File: src/rtl/button_debouncer.sv
// Multi-channel push-button debouncer: 2-flop synchronizer, per-channel debounce FSM,
// registered level/press/release. Define BTN_REPEAT_EN for auto-repeat on REPEAT_MASK channels.
module button_debouncer #(
   parameter int unsigned        NUM_BTN         = 2,
   parameter int unsigned        DEBOUNCE_CYCLES = 1_000_000,
   parameter int unsigned        REPEAT_DELAY    = 50_000_000,
   parameter int unsigned        REPEAT_PERIOD   = 20_000_000,
   parameter logic [NUM_BTN-1:0] REPEAT_MASK     = NUM_BTN'(2'b01)
) (
   input  logic               clk,
   input  logic               rst,
   input  logic [NUM_BTN-1:0] btn_in,
   output logic [NUM_BTN-1:0] btn_level,
   output logic [NUM_BTN-1:0] btn_press,
   output logic [NUM_BTN-1:0] btn_release
);

`ifdef BTN_REPEAT_EN
   localparam bit REPEAT_ON = 1'b1;
`else
   localparam bit REPEAT_ON = 1'b0;
`endif

   localparam int unsigned MAX_DR  = (DEBOUNCE_CYCLES > REPEAT_DELAY) ? DEBOUNCE_CYCLES : REPEAT_DELAY;
   localparam int unsigned MAX_ALL = (MAX_DR > REPEAT_PERIOD) ? MAX_DR : REPEAT_PERIOD;
   localparam int unsigned MAX_CNT = REPEAT_ON ? MAX_ALL : DEBOUNCE_CYCLES;
   localparam int unsigned CW      = $clog2(MAX_CNT + 1);

   localparam logic [CW-1:0] DEB_LAST = CW'(DEBOUNCE_CYCLES);

   localparam logic [1:0] IDLE      = 2'd0;
   localparam logic [1:0] PRESS_CNT = 2'd1;
   localparam logic [1:0] HELD      = 2'd2;
   localparam logic [1:0] REL_CNT   = 2'd3;

   logic [NUM_BTN-1:0] sync1;
   logic [NUM_BTN-1:0] sync2;

   always_ff @(posedge clk) begin
      if (rst) begin
         sync1 <= '0;
         sync2 <= '0;
      end else begin
         sync1 <= btn_in;
         sync2 <= sync1;
      end
   end

   for (genvar i = 0; i < NUM_BTN; i++) begin : g_ch
      logic [1:0]    state;
      logic [CW-1:0] cnt;
      logic          level_q;
      logic          press_q;
      logic          rel_q;
      logic          rpt_fire;
      logic          s;

      assign s = sync2[i];

      // Repeat timer only exists for enabled channels in the repeat build.
      if (REPEAT_ON && REPEAT_MASK[i]) begin : g_rpt
         localparam logic [CW-1:0] RD_LAST = CW'(REPEAT_DELAY - 1);
         localparam logic [CW-1:0] RP_LAST = CW'(REPEAT_PERIOD - 1);

         logic [CW-1:0] rpt_cnt;
         logic          first;
         logic [CW-1:0] rpt_last;

         always_comb begin
            rpt_last = first ? RD_LAST : RP_LAST;
         end

         assign rpt_fire = (state == HELD) && s && (rpt_cnt == rpt_last);

         always_ff @(posedge clk) begin
            if (rst || (state != HELD) || !s) begin
               rpt_cnt <= '0;
               first   <= 1'b1;
            end else if (rpt_fire) begin
               rpt_cnt <= '0;
               first   <= 1'b0;
            end else begin
               rpt_cnt <= rpt_cnt + 1'b1;
            end
         end
      end else begin : g_no_rpt
         assign rpt_fire = 1'b0;
      end

      always_ff @(posedge clk) begin
         if (rst) begin
            state   <= IDLE;
            cnt     <= '0;
            level_q <= 1'b0;
            press_q <= 1'b0;
            rel_q   <= 1'b0;
         end else begin
            press_q <= rpt_fire;
            rel_q   <= 1'b0;
            case (state)
               IDLE: begin
                  if (s) begin
                     state <= PRESS_CNT;
                     cnt   <= CW'(1);
                  end
               end
               PRESS_CNT: begin
                  if (!s) begin
                     state <= IDLE;
                     cnt   <= '0;
                  end else if (cnt == DEB_LAST) begin
                     state   <= HELD;
                     cnt     <= '0;
                     level_q <= 1'b1;
                     press_q <= 1'b1;
                  end else begin
                     cnt <= cnt + 1'b1;
                  end
               end
               HELD: begin
                  if (!s) begin
                     state <= REL_CNT;
                     cnt   <= CW'(1);
                  end
               end
               REL_CNT: begin
                  if (s) begin
                     state <= HELD;
                     cnt   <= '0;
                  end else if (cnt == DEB_LAST) begin
                     state   <= IDLE;
                     cnt     <= '0;
                     level_q <= 1'b0;
                     rel_q   <= 1'b1;
                  end else begin
                     cnt <= cnt + 1'b1;
                  end
               end
               default: begin
                  state <= IDLE;
                  cnt   <= '0;
               end
            endcase
         end
      end

      assign btn_level[i]   = level_q;
      assign btn_press[i]   = press_q;
      assign btn_release[i] = rel_q;
   end

endmodule

File: config.mk
export PLATFORM = sky130hd
export DESIGN_NAME = button_debouncer
export DESIGN_NICKNAME = d
export VERILOG_FILES = /design/src/rtl/button_debouncer.sv
export SDC_FILE = /design/constraint.sdc
export NUM_CORES = 1
export LEC_CHECK = 0
export ABC_CLOCK_PERIOD_IN_PS = 3000
export CAP_MARGIN = 20
export CORE_MARGIN = 2
export CORE_UTILIZATION = 40
export CTS_BUF_LIST = sky130_fd_sc_hd__clkbuf_8 sky130_fd_sc_hd__clkbuf_16
export CTS_CLUSTER_SIZE = 12
export DETAILED_ROUTE_END_ITERATION = 10
export HOLD_SLACK_MARGIN = 0.08
export PLACE_DENSITY = 0.64
export SYNTH_ARGS = -nofsm -noshare
export SYNTH_HDL_FRONTEND = slang
export SYNTH_SLANG_ARGS = --single-unit
File: constraint.sdc
create_clock -name clk -period 3 [get_ports clk]
set_input_delay 0.6 -clock clk [delete_from_list [all_inputs] [get_ports clk]]
set_output_delay 0.6 -clock clk [all_outputs]
set_load 0.02 [all_outputs]
==> run metrics, run 1 <==
Setup crit start=g_ch[0].cnt[0]$_SDFFE_PP0P_; CP peak stage delay=630 ps; storage element area=1080 um^2; Port-buffer cells=9; CP Capture Type=register; DRC violations left=0; net count after synthesis=337; Critical Path Stages=8; Finished Layout Cells=427; DRT iter0 DRCs=127; Synth async-reset ratio=0%; Final Routed Wirelength=5680 um; worst-path cell chain=inv_1 > ha_1 > nor4b_1 > and4_4 > a211oi_4 > buf_4 > a31oi_1 > a31oi_1; CP Launch Type=register; sequential share of power=52.6%; Die X=between 80 and 90 um; CTS resizes=0; crit path time final=2230 ps; Worst Path Arrival=between 2000 and 2500 ps; Bufs on Longest Clock Path=2; Hold Path Stages=1; DP Cell Count=419; grt ovf=0; GPL Wtd Cong=just over 0.8; top_reg_cell synth=dfxtp_1; CTS root buf=clkbuf_8; initial antenna violation count=0; filler cell count=651; initial cell density of the core=41.4%; Syn Std Cell Area=2820 um^2; Clock Skew=between 4 and 5 ps; Post-synth EDFFs=0; RSZ-0062 raised after global routing=no; commonest non-fill, non-tap cell in the layout=dfxtp_1; Design Area, Final=3070 um^2; multi-input logic area=about 1600 um^2; later-pin clock latency in the skew report=300 ps; Area Overhead vs Synth=9.02%; area of the core=6790 um^2; Slew Viols, Final=0; Reg2Reg Launch Point=g_ch[0].cnt[0]$_SDFFE_PP0P_; first-pass GRT wire length=9780 um; slowest cell on the critical path=a211oi_4; Tot GR Track Use=15.6%; nets=338; Final period util=74.2%; Psw=0.000292 W; cells on worst reg2reg path=8; class of the worst hold path=register to register; status=complete, no violations; Syn. warnings=0; sw frac=20.8%; fmax=0.449 GHz; TNS Setup=0 ps; Clk pwr share=42.6%; delay-heaviest family, CP=compound AO/OA/AOI/OAI gates; IO Count=10; Pwr Total=between 0.001 and 0.0015 W; ant diodes=0; Critical path buffers and inverters=2; Power Density=roughly 460 nW/um^2; drt pass-1 iters=4; CP max FO=18; WS Path Type=register to register; Synth Instances=329; Die ar.=7720 um^2; # hold bufs at CTS=0; combinational share of power=4.9%; Detailed Place HPWL=4040 um; Post-DRT Antenna Nets=0; Final Setup Violations=0; setup bufs post-CTS=0; Via-to-Cell Ratio=5.59; largest net degree at the start of global routing=30; H-Tree Depth=2; DP Area=2930 um^2; hold path startpoint=sync1[1]$_SDFF_PP0_; Internal Power=approximately 0.0011 W; Slew HR=47.1%; die height=87.9 um; layout cell share with drive strength beyond 1=just under 8%; number of global-route vias before repair=2087; Final Hold Viols=0; Vias=2385; post-synthesis sequential area ratio=38.4%; leakage power=about 1.1 nW; Avg WL per Cell=roughly 13 um; Site Rows=30; synthesized area per cell=about 8.6 um^2; CTS tree=done; worst slew pin tran=slightly below 800 ps; Yosys cell types=53; clk slew on worst S/H paths=100 ps; peak supply drop=0.000275 V; Max Cap Viol=0; Worst path most repeated cell=a31oi_1; CTS buffer count=5; Clock Sinks=between 50 and 60; synthesized flop and latch total=54; CP required=roughly 3200 ps; most frequent cells in the layout=54 x dfxtp_1, 44 x nand2_1, 30 x a31oi_1
kinds of logic after synthesis:
family                     synth area share [%]
adders and majority gates                  1.78
and+or+nand+nor                            31.9
AOI/OAI and AO/OA                          19.2
xor gates and xnor gates                  0.934
buffers and inverters                      6.44
DFF                                        38.4
muxes                                      1.42
cell type report:
| type | instances | area share (%) |
|---|---|---|
| Multi-Input combinational cell | 244 | 50.6 |
| Clock buffer | 6 | 2.69 |
| Tap cell | 96 | 3.91 |
| Clock inverter | 2 | 1.96 |
| Sequential cell | 54 | 35.2 |
| Inverter | 10 | 1.22 |
| Timing Repair Buffer | 15 | 4.40 |
sequential cells by signal (all words and copies together), names as in the netlist, named ones only:
name,cells
g_ch.cnt,40
g_ch.level_q,2
g_ch.press_q,2
g_ch.rel_q,2
g_ch.state,2
sync1,2
sync2,2
cells in the mapped netlist, types with 3 or more instances:
master	count	share of area, %
mux2i_1	4	1.4
and3_1	9	2.0
nor4b_1	4	1.2
a41oi_1	7	2.2
o21ai_0	8	1.4
nand2_1	44	5.9
nand4_1	3	0.67
nand2b_1	3	0.67
ha_1	4	1.8
nor4_1	4	0.89
nor2b_1	8	1.8
xor2_1	3	0.93
nor4bb_1	3	1.1
nand3_1	24	4.3
inv_1	10	1.3
a21oi_1	20	3.6
nor2_1	17	2.3
a22oi_1	3	0.80
clkbuf_1	4	0.53
buf_4	8	2.1
or3_1	3	0.67
and4_1	3	0.93
dfxtp_1	54	38
a31oi_1	30	6.7
buf_6	4	1.6
nor3_1	8	1.4
stage by stage:
| step | setup WS, ps | hold slack [ps] | util (%) |
|---|---|---|---|
| floorplan | 1270 | 414 | - |
| global placement | 686 | 416 | 43.1 |
| detailed placement | 626 | 432 | 43.1 |
| CTS | 749 | 455 | 45.2 |
| global route | 652 | 462 | 45.2 |
| finish | 774 | 447 | 45.2 |
per-layer routing:
layer  routed length [um]  GRT usage (%)
met1                 2810           21.4
met2                 2660           25.8
met3                  153           2.83
met4                   56           3.22
met5                    0              0
power by group through the flow:
stage	Sequential, W	Combinational, W	Clock, W
finish	0.000737	0.0000684	0.000596
floorplan	0.000751	0.0000505	0
global placement	0.000753	0.0000680	0
detailed placement	0.000753	0.0000686	0
global route	0.000738	0.0000776	0.000637
CTS	0.000737	0.0000692	0.000613
final timing paths:
kind | end | slack, ps
setup / recovery | g_ch[0].cnt[6]$_SDFFE_PP0P_ | 770
hold / removal | sync2[1]$_SDFF_PP0_ | 450
setup reg to reg | g_ch[0].cnt[6]$_SDFFE_PP0P_ | 770
hold reg to reg | sync2[1]$_SDFF_PP0_ | 450
(Power assumes the default switching activity.)
==> run 2: changes to the inputs <==
--- a/config.mk
+++ b/config.mk
@@ -5,7 +5,7 @@
 export SDC_FILE = /design/constraint.sdc
 export NUM_CORES = 1
 export LEC_CHECK = 0
-export ABC_CLOCK_PERIOD_IN_PS = 3000
+export ABC_CLOCK_PERIOD_IN_PS = 1900
 export CAP_MARGIN = 20
 export CORE_MARGIN = 2
 export CORE_UTILIZATION = 40
@@ -13,7 +13,7 @@
 export CTS_CLUSTER_SIZE = 12
 export DETAILED_ROUTE_END_ITERATION = 10
 export HOLD_SLACK_MARGIN = 0.08
-export PLACE_DENSITY = 0.64
+export PLACE_DENSITY = 0.66
 export SYNTH_ARGS = -nofsm -noshare
 export SYNTH_HDL_FRONTEND = slang
 export SYNTH_SLANG_ARGS = --single-unit
==> constraint.sdc (replaced) <==
create_clock -name clk -period 1.9 [get_ports clk]
set_input_delay 0.38 -clock clk [delete_from_list [all_inputs] [get_ports clk]]
set_output_delay 0.38 -clock clk [all_outputs]
set_load 0.02 [all_outputs]
==> run 2 against run 1 <==
Against the previous run:
- fmax rose by 19%
- design area up 9.4%
- critical path depth fell by 1
- worst hold slack lost 3.1 ps
- register-to-register slack got worse by 740 ps
- via count rose by 6.8%
- highest routed layer unchanged
==> run metrics, run 2 (same netlist as run 1, synthesis figures left out) <==
FF-to-FF setup slack=40 ps (-740 ps); Final Routed Wirelength=6440 um (+13%); Finished Layout Cells=459 (+7.5%); die height=87.9 um (unchanged); GPL Wtd Cong=0.810 (-0.22%); commonest non-fill, non-tap cell in the layout=dfxtp_1; Area Overhead vs Synth=19.3%; H-Tree Depth=2 (unchanged); CTS buffer count=5 (unchanged); layout cell share with drive strength beyond 1=18.7% (+11 points); Port-buffer cells=9 (unchanged); CP required=2100 ps (-1140 ps); Hold Path Stages=1 (unchanged); Die X=87.9 um (unchanged); Final period util=98.1% (+24 points); cells on worst reg2reg path=7 (-1); grt ovf=0 (unchanged); CP max FO=8 (-10); largest net degree at the start of global routing=27 (-10%); Die ar.=7720 um^2 (unchanged); Vias=2546 (+6.8%); status=complete, no violations; Via-to-Cell Ratio=5.55 (-0.69%); Final Hold Viols=0 (unchanged); Avg WL per Cell=14.0 um (+5.5%); Slew HR=68.5% (+21 points); Clock Sinks=54 (unchanged); Clock Skew=4.12 ps (-0.850 ps); CTS tree=done; Slew Viols, Final=0 (unchanged); Critical path buffers and inverters=2 (unchanged); Site Rows=30 (unchanged); CTS root buf=clkbuf_8; crit path time final=1860 ps (-362 ps); ant diodes=0 (unchanged); first-pass GRT wire length=9960 um (+1.8%); DP Area=3110 um^2 (+6.3%); CP Launch Type=register; WS Path Type=register to register; DRT iter0 DRCs=132 (+3.9%); Design Area, Final=3360 um^2 (+9.4%); peak supply drop=0.000422 V (+54%); hold path startpoint=sync1[1]$_SDFF_PP0_; most frequent cells in the layout=50 x dfxtp_1, 44 x nand2_1, 32 x buf_4; CP Capture Type=register; Tot GR Track Use=16.2% (+0.60 points); reg2reg end=g_ch[0].cnt[2]$_SDFFE_PP0P_; fmax=0.537 GHz (+19%); Hold Path Sink=sync2[1]$_SDFF_PP0_; Final Setup Violations=0 (unchanged); Worst Path Arrival=2060 ps (-400 ps); slowest cell on the critical path=dfxtp_1; class of the worst hold path=register to register; filler cell count=640 (-1.7%); nets=370 (+9.5%); DP Cell Count=442 (+5.5%); worst slew pin tran=469 ps (-318 ps); initial cell density of the core=41.4% (unchanged); Max Cap Viol=0 (unchanged); CP peak stage delay=440 ps (-190 ps); Detailed Place HPWL=4240 um (+4.7%); leakage power=1.25 nW (+15%); later-pin clock latency in the skew report=310 ps (about the same); worst-path cell chain=nor4bb_1 > and4_4 > a211oi_4 > buf_4 > clkbuf_16 > a21oi_1 > a31oi_1; clk slew on worst S/H paths=100 ps (about the same); IO Count=10 (unchanged); Bufs on Longest Clock Path=2 (unchanged); Power Density=580 nW/um^2 (+27%); Post-DRT Antenna Nets=0 (unchanged); Largest Register=g_ch.cnt; delay-heaviest family, CP=simple AND/OR/NAND/NOR gates; max reg flops=40 (unchanged); DRC violations left=0 (unchanged); drt pass-1 iters=4 (unchanged); number of global-route vias before repair=2227 (+6.7%); area of the core=6790 um^2 (unchanged); initial antenna violation count=0 (unchanged); Reg2Reg Launch Point=g_ch[0].cnt[9]$_SDFFE_PP0P_
==> run 2: changes by cell type in the layout (fill, tap and decap cells not counted), moves of 2 or more <==
cell / change
clkbuf_16: +2
dfxtp_2: +4
dfxtp_1: -4
buf_4: +26
bufinv_16: -2
buf_6: +3
==> run 2: metal layers <==
| layer | GRT usage [%] | wire [um] |
|---|---|---|
| met1 | 20.9 | 2940 |
| met3 | 3.20 | 217 |
| met5 | 0 | 0 |
| met2 | 26.9 | 3240 |
| met4 | 5.87 | 44 |
==> run 2: how the worst max path moves through the flow <==
stage / cells after the start / to / from / slack, ps
floorplan: 8 / g_ch[0].cnt[17]$_SDFFE_PP0P_ / g_ch[0].cnt[0]$_SDFFE_PP0P_ / 170
global placement: 6 / g_ch[0].cnt[9]$_SDFFE_PP0P_ / rst / 70
detailed placement: 6 / g_ch[1].cnt[16]$_SDFFE_PP0P_ / rst / 20
CTS: 8 / g_ch[0].cnt[9]$_SDFFE_PP0P_ / g_ch[0].cnt[0]$_SDFFE_PP0P_ / 50
global route: 5 / g_ch[0].cnt[19]$_SDFFE_PP0P_ / g_ch[0].cnt[3]$_SDFFE_PP0P_ / -5
finish: 7 / g_ch[0].cnt[2]$_SDFFE_PP0P_ / g_ch[0].cnt[9]$_SDFFE_PP0P_ / 40
==> run 2: power by group <==
part           leakage [nW]  internal, W  switching, W
logic                 0.771    0.0000585     0.0000737
registers             0.438      0.00115     0.0000138
clock network        0.0441     0.000260      0.000395
total                  1.25      0.00147      0.000482
==> run 2: worst register-to-register path, stage by stage (launching register included) <==
cell and delay (ps):
dfxtp_1 440, nor4bb_1 390, and4_4 320, a211oi_4 80, buf_4 170, clkbuf_16 150
a21oi_1 140, a31oi_1 50
==> run 2: cell type report <==
| cell class | instances | area, um^2 | share of cell area [%] |
|---|---|---|---|
| Clock buffer | 5 | 68.8 | 2.05 |
| Clock inverter | 3 | 21.3 | 0.633 |
| Inverter | 10 | 37.5 | 1.12 |
| Multi-Input combinational cell | 244 | 1590 | 47.4 |
| Sequential cell | 54 | 1090 | 32.3 |
| Tap cell | 96 | 120 | 3.58 |
| Timing Repair Buffer | 47 | 434 | 12.9 |
==> run 2: stage by stage <==
| stage | worst slack (ps) | hold slack [ps] | TNS [ps] | power, W | utilization (%) |
|---|---|---|---|---|---|
| after detailed placement | 16.8 | 425 | 0 | 0.00131 | 45.8 |
| after global routing | -5.00 | 468 | -8.43 | 0.00204 | 49.4 |
| after global placement | 68.1 | 417 | 0 | 0.00131 | 45.8 |
| final | 36.5 | 444 | 0 | 0.00195 | 49.4 |
| after floorplan | 171 | 414 | 0 | 0.00126 | - |
| after CTS | 45.5 | 449 | 0 | 0.00196 | 47.1 |
==> run 2: repair_timing <==
action | 4_1_cts | 5_1_grt
endpoints found under the setup margin | 0 | 16
hold buffers | 0 | 0
resized for setup | 0 | 18
buffers inserted | 0 | 4
==> variant 1 (settings of run 2) <==
Register the output `btn_level` once more, without a reset; this adds one clock of latency there. The other outputs are not delayed to match.
--- a/src/rtl/button_debouncer.sv
+++ b/src/rtl/button_debouncer.sv
@@ -33,4 +33,6 @@
    localparam logic [1:0] HELD      = 2'd2;
    localparam logic [1:0] REL_CNT   = 2'd3;
+
+   logic [NUM_BTN-1:0] btn_level_d;
 
    logic [NUM_BTN-1:0] sync1;
@@ -145,9 +147,13 @@
       end
 
-      assign btn_level[i]   = level_q;
+      assign btn_level_d[i]   = level_q;
       assign btn_press[i]   = press_q;
       assign btn_release[i] = rel_q;
    end
 
+   always_ff @(posedge clk) begin
+      btn_level <= btn_level_d;
+   end
+
 endmodule
 
Function: same outputs for any inputs over 10 cycles, from zero or initial values and one cycle with rst high; that may be too few to reach the edited logic, so the function may still have changed.
==> variant 1 against run 2 <==
Final area up 1.7%. Sequential power up 5%. Setup slack better by 8.9 ps. Count of clock-buffer cells in the layout unchanged. Synthesized area up 1.5%. Wire length up 9.4%. Total power up 6.2%. Sequential cell count up 2. Critical path type unchanged. Critical endpoint is now g_ch[1].cnt[15]$_SDFFE_PP0P_.
==> variant 1: results (changes against run 2) <==
Parameter                              Value

Finish
  Clock distribution area overhead in the final layout    2.82% (+0.14 points)
  Multi-input gate share of the layout cell area    47.8% (+0.41 points)
  Final Non-Filler Cells    473 (+3.1%)
  Number of non-clock inverters    13 (+3)
  # nets final    384 (+3.8%)
  Fraction of layout cells with a size suffix above 1    19.4% (+0.63 points)
  Non-clock buffers, area share    11.4% (-1.5 points)
  Register cell area after layout    1130 um^2 (+4.0%)

GRT
  Pin count of the biggest net entering global routing    23 (-15%)
  Total routing resource utilization after global routing    18.4% (+2.2 points)
  First-pass GRT wire length    11500 um (+15%)
  Number of global-route vias before repair    2399 (+7.7%)
  Global-route track usage on met1    25.4% (+4.5 points)
  Met3 global-route usage    3.36% (+0.15 points)

Place
  Dpl cell area    3220 um^2 (+3.5%)
  Post-DP HPWL    4920 um (+16%)
  Weighted congestion reported at the end of routability-driven placement    0.838 (+3.4%)
  Cell total after placement    461 (+4.3%)

Drt
  Via-to-Cell Ratio    5.83 (+5.0%)
  Routed wl met2    3290 um (+1.5%)
  DRT iter0 DRCs    238 (+80%)
  Pre-antenna DRT Iters    5 (+1)
  Met3 WL    338 um (+56%)
  Wl on met1    3330 um (+13%)
  Routed Wire Length    7050 um (+9.4%)

Min path
  Hold worst-path end    btn_level[0]$_DFF_P_
  Startpoint of the worst hold path    g_ch[0].level_q$_SDFFE_PP0P_
  Number of instances on the worst hold path    0 (-1)

Power
  Worst voltage drop across the vdd grid    0.292 mV (-31%)
  Fraction of power spent switching nets    26.0% (+1.2 points)
  LEAKAGE    1.24 nW (-0.86%)

STA
  Tightest hold margin    380 ps (-63.8 ps)
  Clk_skew    13.2 ps (+9.05 ps)

Worst setup path
  Worst path arrival time    2090 ps (+30 ps)
  Critical-path top delay cell    sky130_fd_sc_hd__nor4_1
  Maximum net fanout on the critical path    7 (-1)

Yosys
  Synth Net Count    352 (+4.5%)
  Unique masters post-synth    54 (+1.9%)
  Top post-synthesis cells by area    sky130_fd_sc_hd__dfxtp_1, sky130_fd_sc_hd__nand2_1, sky130_fd_sc_hd__a31oi_1
  Async set or reset register ratio after synthesis    0% (unchanged)
  Sequential element share of the synthesized area    39.2% (+0.85 points)

Run status
  Status    completed

Clock network
  Clk sinks    56 (+3.7%)
[variant 1: cell types whose count changed after synthesis, moves of 6 or more]
cell | run 2 | this run
sky130_fd_sc_hd__buf_2 | 2 | 12
sky130_fd_sc_hd__a21oi_1 | 20 | 13
sky130_fd_sc_hd__nor2_1 | 17 | 24
sky130_fd_sc_hd__nor4_1 | 4 | 10
sky130_fd_sc_hd__a31oi_1 | 30 | 21
[variant 1: cells by family after synthesis]
kind of cell	synth area share, %
and+or+nand+nor	29.9
AOI/OAI and AO/OA	20.6
muxes	1.05
DFF	39.2
buffers and inverters	5.65
xor gates and xnor gates	1.80
adders and majority gates	1.75
[variant 1: how the worst max path moves through the flow]
stage                                           start                      endpoint  slack (ps)  cells after the start
final                     g_ch[1].cnt[5]$_SDFFE_PP0P_  g_ch[1].cnt[15]$_SDFFE_PP0P_          50                      7
after global routing      g_ch[1].cnt[5]$_SDFFE_PP0P_  g_ch[1].cnt[15]$_SDFFE_PP0P_         -70                      7
after CTS                 g_ch[0].cnt[0]$_SDFFE_PP0P_   g_ch[0].cnt[6]$_SDFFE_PP0P_          10                      8
after detailed placement                          rst   g_ch[0].cnt[6]$_SDFFE_PP0P_          40                      6
after global placement                            rst   g_ch[0].cnt[6]$_SDFFE_PP0P_          60                      6
after floorplan           g_ch[1].cnt[0]$_SDFFE_PP0P_  g_ch[1].cnt[17]$_SDFFE_PP0P_         110                      8
[variant 1: power by group through the flow]
| stage | logic [mW] | clock network [mW] | registers [mW] |
|---|---|---|---|
| detailed placement | 0.143 | 0 | 1.24 |
| global placement | 0.139 | 0 | 1.24 |
| CTS | 0.143 | 0.729 | 1.22 |
| floorplan | 0.0721 | 0 | 1.25 |
| finish | 0.146 | 0.706 | 1.22 |
| global route | 0.161 | 0.766 | 1.22 |
==> variant 2 (config.mk and constraints of run 2) <==
Made on the original files. Change the parameter `NUM_BTN` from 2 to 4.
--- a/src/rtl/button_debouncer.sv
+++ b/src/rtl/button_debouncer.sv
@@ -2,5 +2,5 @@
 // registered level/press/release. Define BTN_REPEAT_EN for auto-repeat on REPEAT_MASK channels.
 module button_debouncer #(
-   parameter int unsigned        NUM_BTN         = 2,
+   parameter int unsigned        NUM_BTN         = 4,
    parameter int unsigned        DEBOUNCE_CYCLES = 1_000_000,
    parameter int unsigned        REPEAT_DELAY    = 50_000_000,
Ports: changed (resized btn_in, btn_level, btn_press and btn_release); port bits go from 10 to 18. The function was not compared with the original's and may differ.
==> variant 2 against run 2 <==
The flow now finishes with violations (negative setup slack). Synthesized area up 91%. Sequential cell count increased by 54. Wire length is 110% higher. Setup slack worse by 140 ps. Total power rose by 140%. Final area rose by 110%. Non-clock buffer count is 79 higher. Sequential share of layout area is 2.0 points lower. Largest cell class unchanged. Largest power group unchanged.
==> variant 2: results (changes against run 2) <==
Parameter                              Value

Worst setup path
  Endpoint of the worst register-to-register path    g_ch[0].cnt[12]$_SDFFE_PP0P_
  FF-to-FF Start    g_ch[0].cnt[5]$_SDFFE_PP0P_
  Worst path arrival time    2250 ps (+190 ps)
  Length in cells of the worst reg-to-reg path    6 (-1)
  Maximum net fanout on the critical path    6 (-2)

GRT
  First-pass GRT wire length    21300 um (+110%)
  Total routing resource utilization after global routing    18.0% (+1.8 points)
  Pin count of the biggest net entering global routing    23 (-15%)
  Number of global-route vias before repair    4633 (+110%)

Clock network
  Clk Latency, worst-skew pair    360 ps (+50 ps)
  Clock transition time at the flip-flop clock pins of the worst setup and hold paths    80 ps (-20 ps)
  Clock buffer depth    2 (unchanged)
  Cell at the root of the clock tree    sky130_fd_sc_hd__clkbuf_16
  Clock buffer count from CTS    9 (+4)
  Number of levels the H-tree was split into    3 (+1)

Yosys
  Adder and majority cell fraction of the synthesized area    1.86% (+0.084 points)
  Most frequent cells after synthesis    sky130_fd_sc_hd__dfxtp_1, sky130_fd_sc_hd__nand2_1, sky130_fd_sc_hd__a21oi_1
  Area fraction in compound gates after synthesis    17.4% (-1.7 points)
  Share of the synthesized netlist area taken by xor and xnor gates    2.12% (+1.2 points)
  Portion of netlist area occupied by mux cells    2.42% (+1.0 points)
  Sequential element share of the synthesized area    40.2% (+1.8 points)
  Unique masters post-synth    57 (+7.5%)

Power
  Combinational share of power    5.7% (-1.1 points)
  Net switching component of the power    1.09 mW (+130%)
  Relative contribution of the clock network to total power    44.7% (+11 points)
  Worst voltage drop across the vdd grid    0.465 mV (+10%)
  LEAKAGE    2.67 nW (+110%)

Drt
  DRT iter0 DRCs    433 (+230%)
  Routed Wire Length    13600 um (+110%)
  Via-to-Cell Ratio    5.61 (+1.1%)

Finish
  # nets final    749 (+100%)
  Max reg flops    80 (+100%)

STA
  Worst Slack Setup Final    -100 ps (-136 ps)
  Final count of negative-setup-slack endpoints    39 (+39)
  Measured slew at the worst slew-check pin    723 ps (+254 ps)

Place
  Placement-stage worst setup slack    -251 ps (-268 ps)
  Post-DP HPWL    8950 um (+110%)
  Port Buf Inserts    17 (+8)
  Weighted congestion reported at the end of routability-driven placement    0.840 (+3.7%)

Min path
  Hold worst-path end    sync2[0]$_SDFF_PP0_
  Startpoint of the worst hold path    sync1[0]$_SDFF_PP0_

Run status
  Status    complete, but fails checks
  Violated checks    negative setup slack
## variant 2: cell types whose count changed after synthesis, sizes merged, moves of 12 or more
cell and change:
a21oi +32, dfxtp +54, inv +12, nand2 +12, nand3 +24, nand4 +20
nor2 +13, o21ai +13
## variant 2: through the flow
| step | hold slack, ps | instances | TNS, ps | area (um^2) |
|---|---|---|---|---|
| after floorplan | 414 | 632 | -258 | 5430 |
| after global placement | 420 | 884 | -1340 | 6300 |
| after detailed placement | 435 | 884 | -2690 | 6300 |
| after CTS | 452 | 907 | -446 | 6810 |
| after global routing | 469 | 916 | -5240 | 7180 |
| final | 450 | 916 | -1880 | 7180 |
## variant 2: area by class of cell
cell class / instances / area [um^2]
sequential: 108 / 2180
clock inverter: 7 / 106
multi-input combinational: 468 / 3260
timing repair buffer: 126 / 1100
tap: 176 / 220
clock buffer: 9 / 225
fill: 1128 / 6010
inverter: 22 / 82.6
## variant 2: critical path: stages (launching register included)
cell	delay, ps
sky130_fd_sc_hd__dfxtp_2	320
sky130_fd_sc_hd__or4b_4	550
sky130_fd_sc_hd__nor4_4	410
sky130_fd_sc_hd__a211oi_4	180
sky130_fd_sc_hd__clkbuf_16	220
sky130_fd_sc_hd__a31oi_1	130
sky130_fd_sc_hd__o31ai_1	90
## variant 2: kinds of logic after synthesis
family          after synthesis
compound gates              149
xor+xnor                     13
fa+ha+maj                     8
buf+inv                      59
flops                       108
mux                          13
simple gates                282
## variant 2: layer usage
metal  wire (um)  GRT usage [%]
met1        6120           22.7
met2        6820           30.3
met3         381           3.52
met4         248           6.84
met5           0              0
## variant 2: repair_timing
item                       CTS  global route
setup endpoints to repair   48            71
cloned                       2             5
buffers inserted             5             4
pin swaps                   12            32
resized for setup           20            67
## variant 2: worst max path at each step
stage | start | to | slack, ps | cells after the start
after detailed placement | g_ch[3].cnt[0]$_SDFFE_PP0P_ | g_ch[3].cnt[7]$_SDFFE_PP0P_ | -250 | 8
after floorplan | g_ch[0].cnt[10]$_SDFFE_PP0P_ | g_ch[0].cnt[12]$_SDFFE_PP0P_ | -80 | 7
after global placement | g_ch[3].cnt[0]$_SDFFE_PP0P_ | g_ch[3].cnt[6]$_SDFFE_PP0P_ | -140 | 8
final | g_ch[0].cnt[5]$_SDFFE_PP0P_ | g_ch[0].cnt[12]$_SDFFE_PP0P_ | -100 | 6
after CTS | g_ch[1].cnt[4]$_SDFFE_PP0P_ | g_ch[1].cnt[2]$_SDFFE_PP0P_ | -50 | 6
after global routing | g_ch[1].cnt[12]$_SDFFE_PP0P_ | g_ch[1].cnt[2]$_SDFFE_PP0P_ | -170 | 6
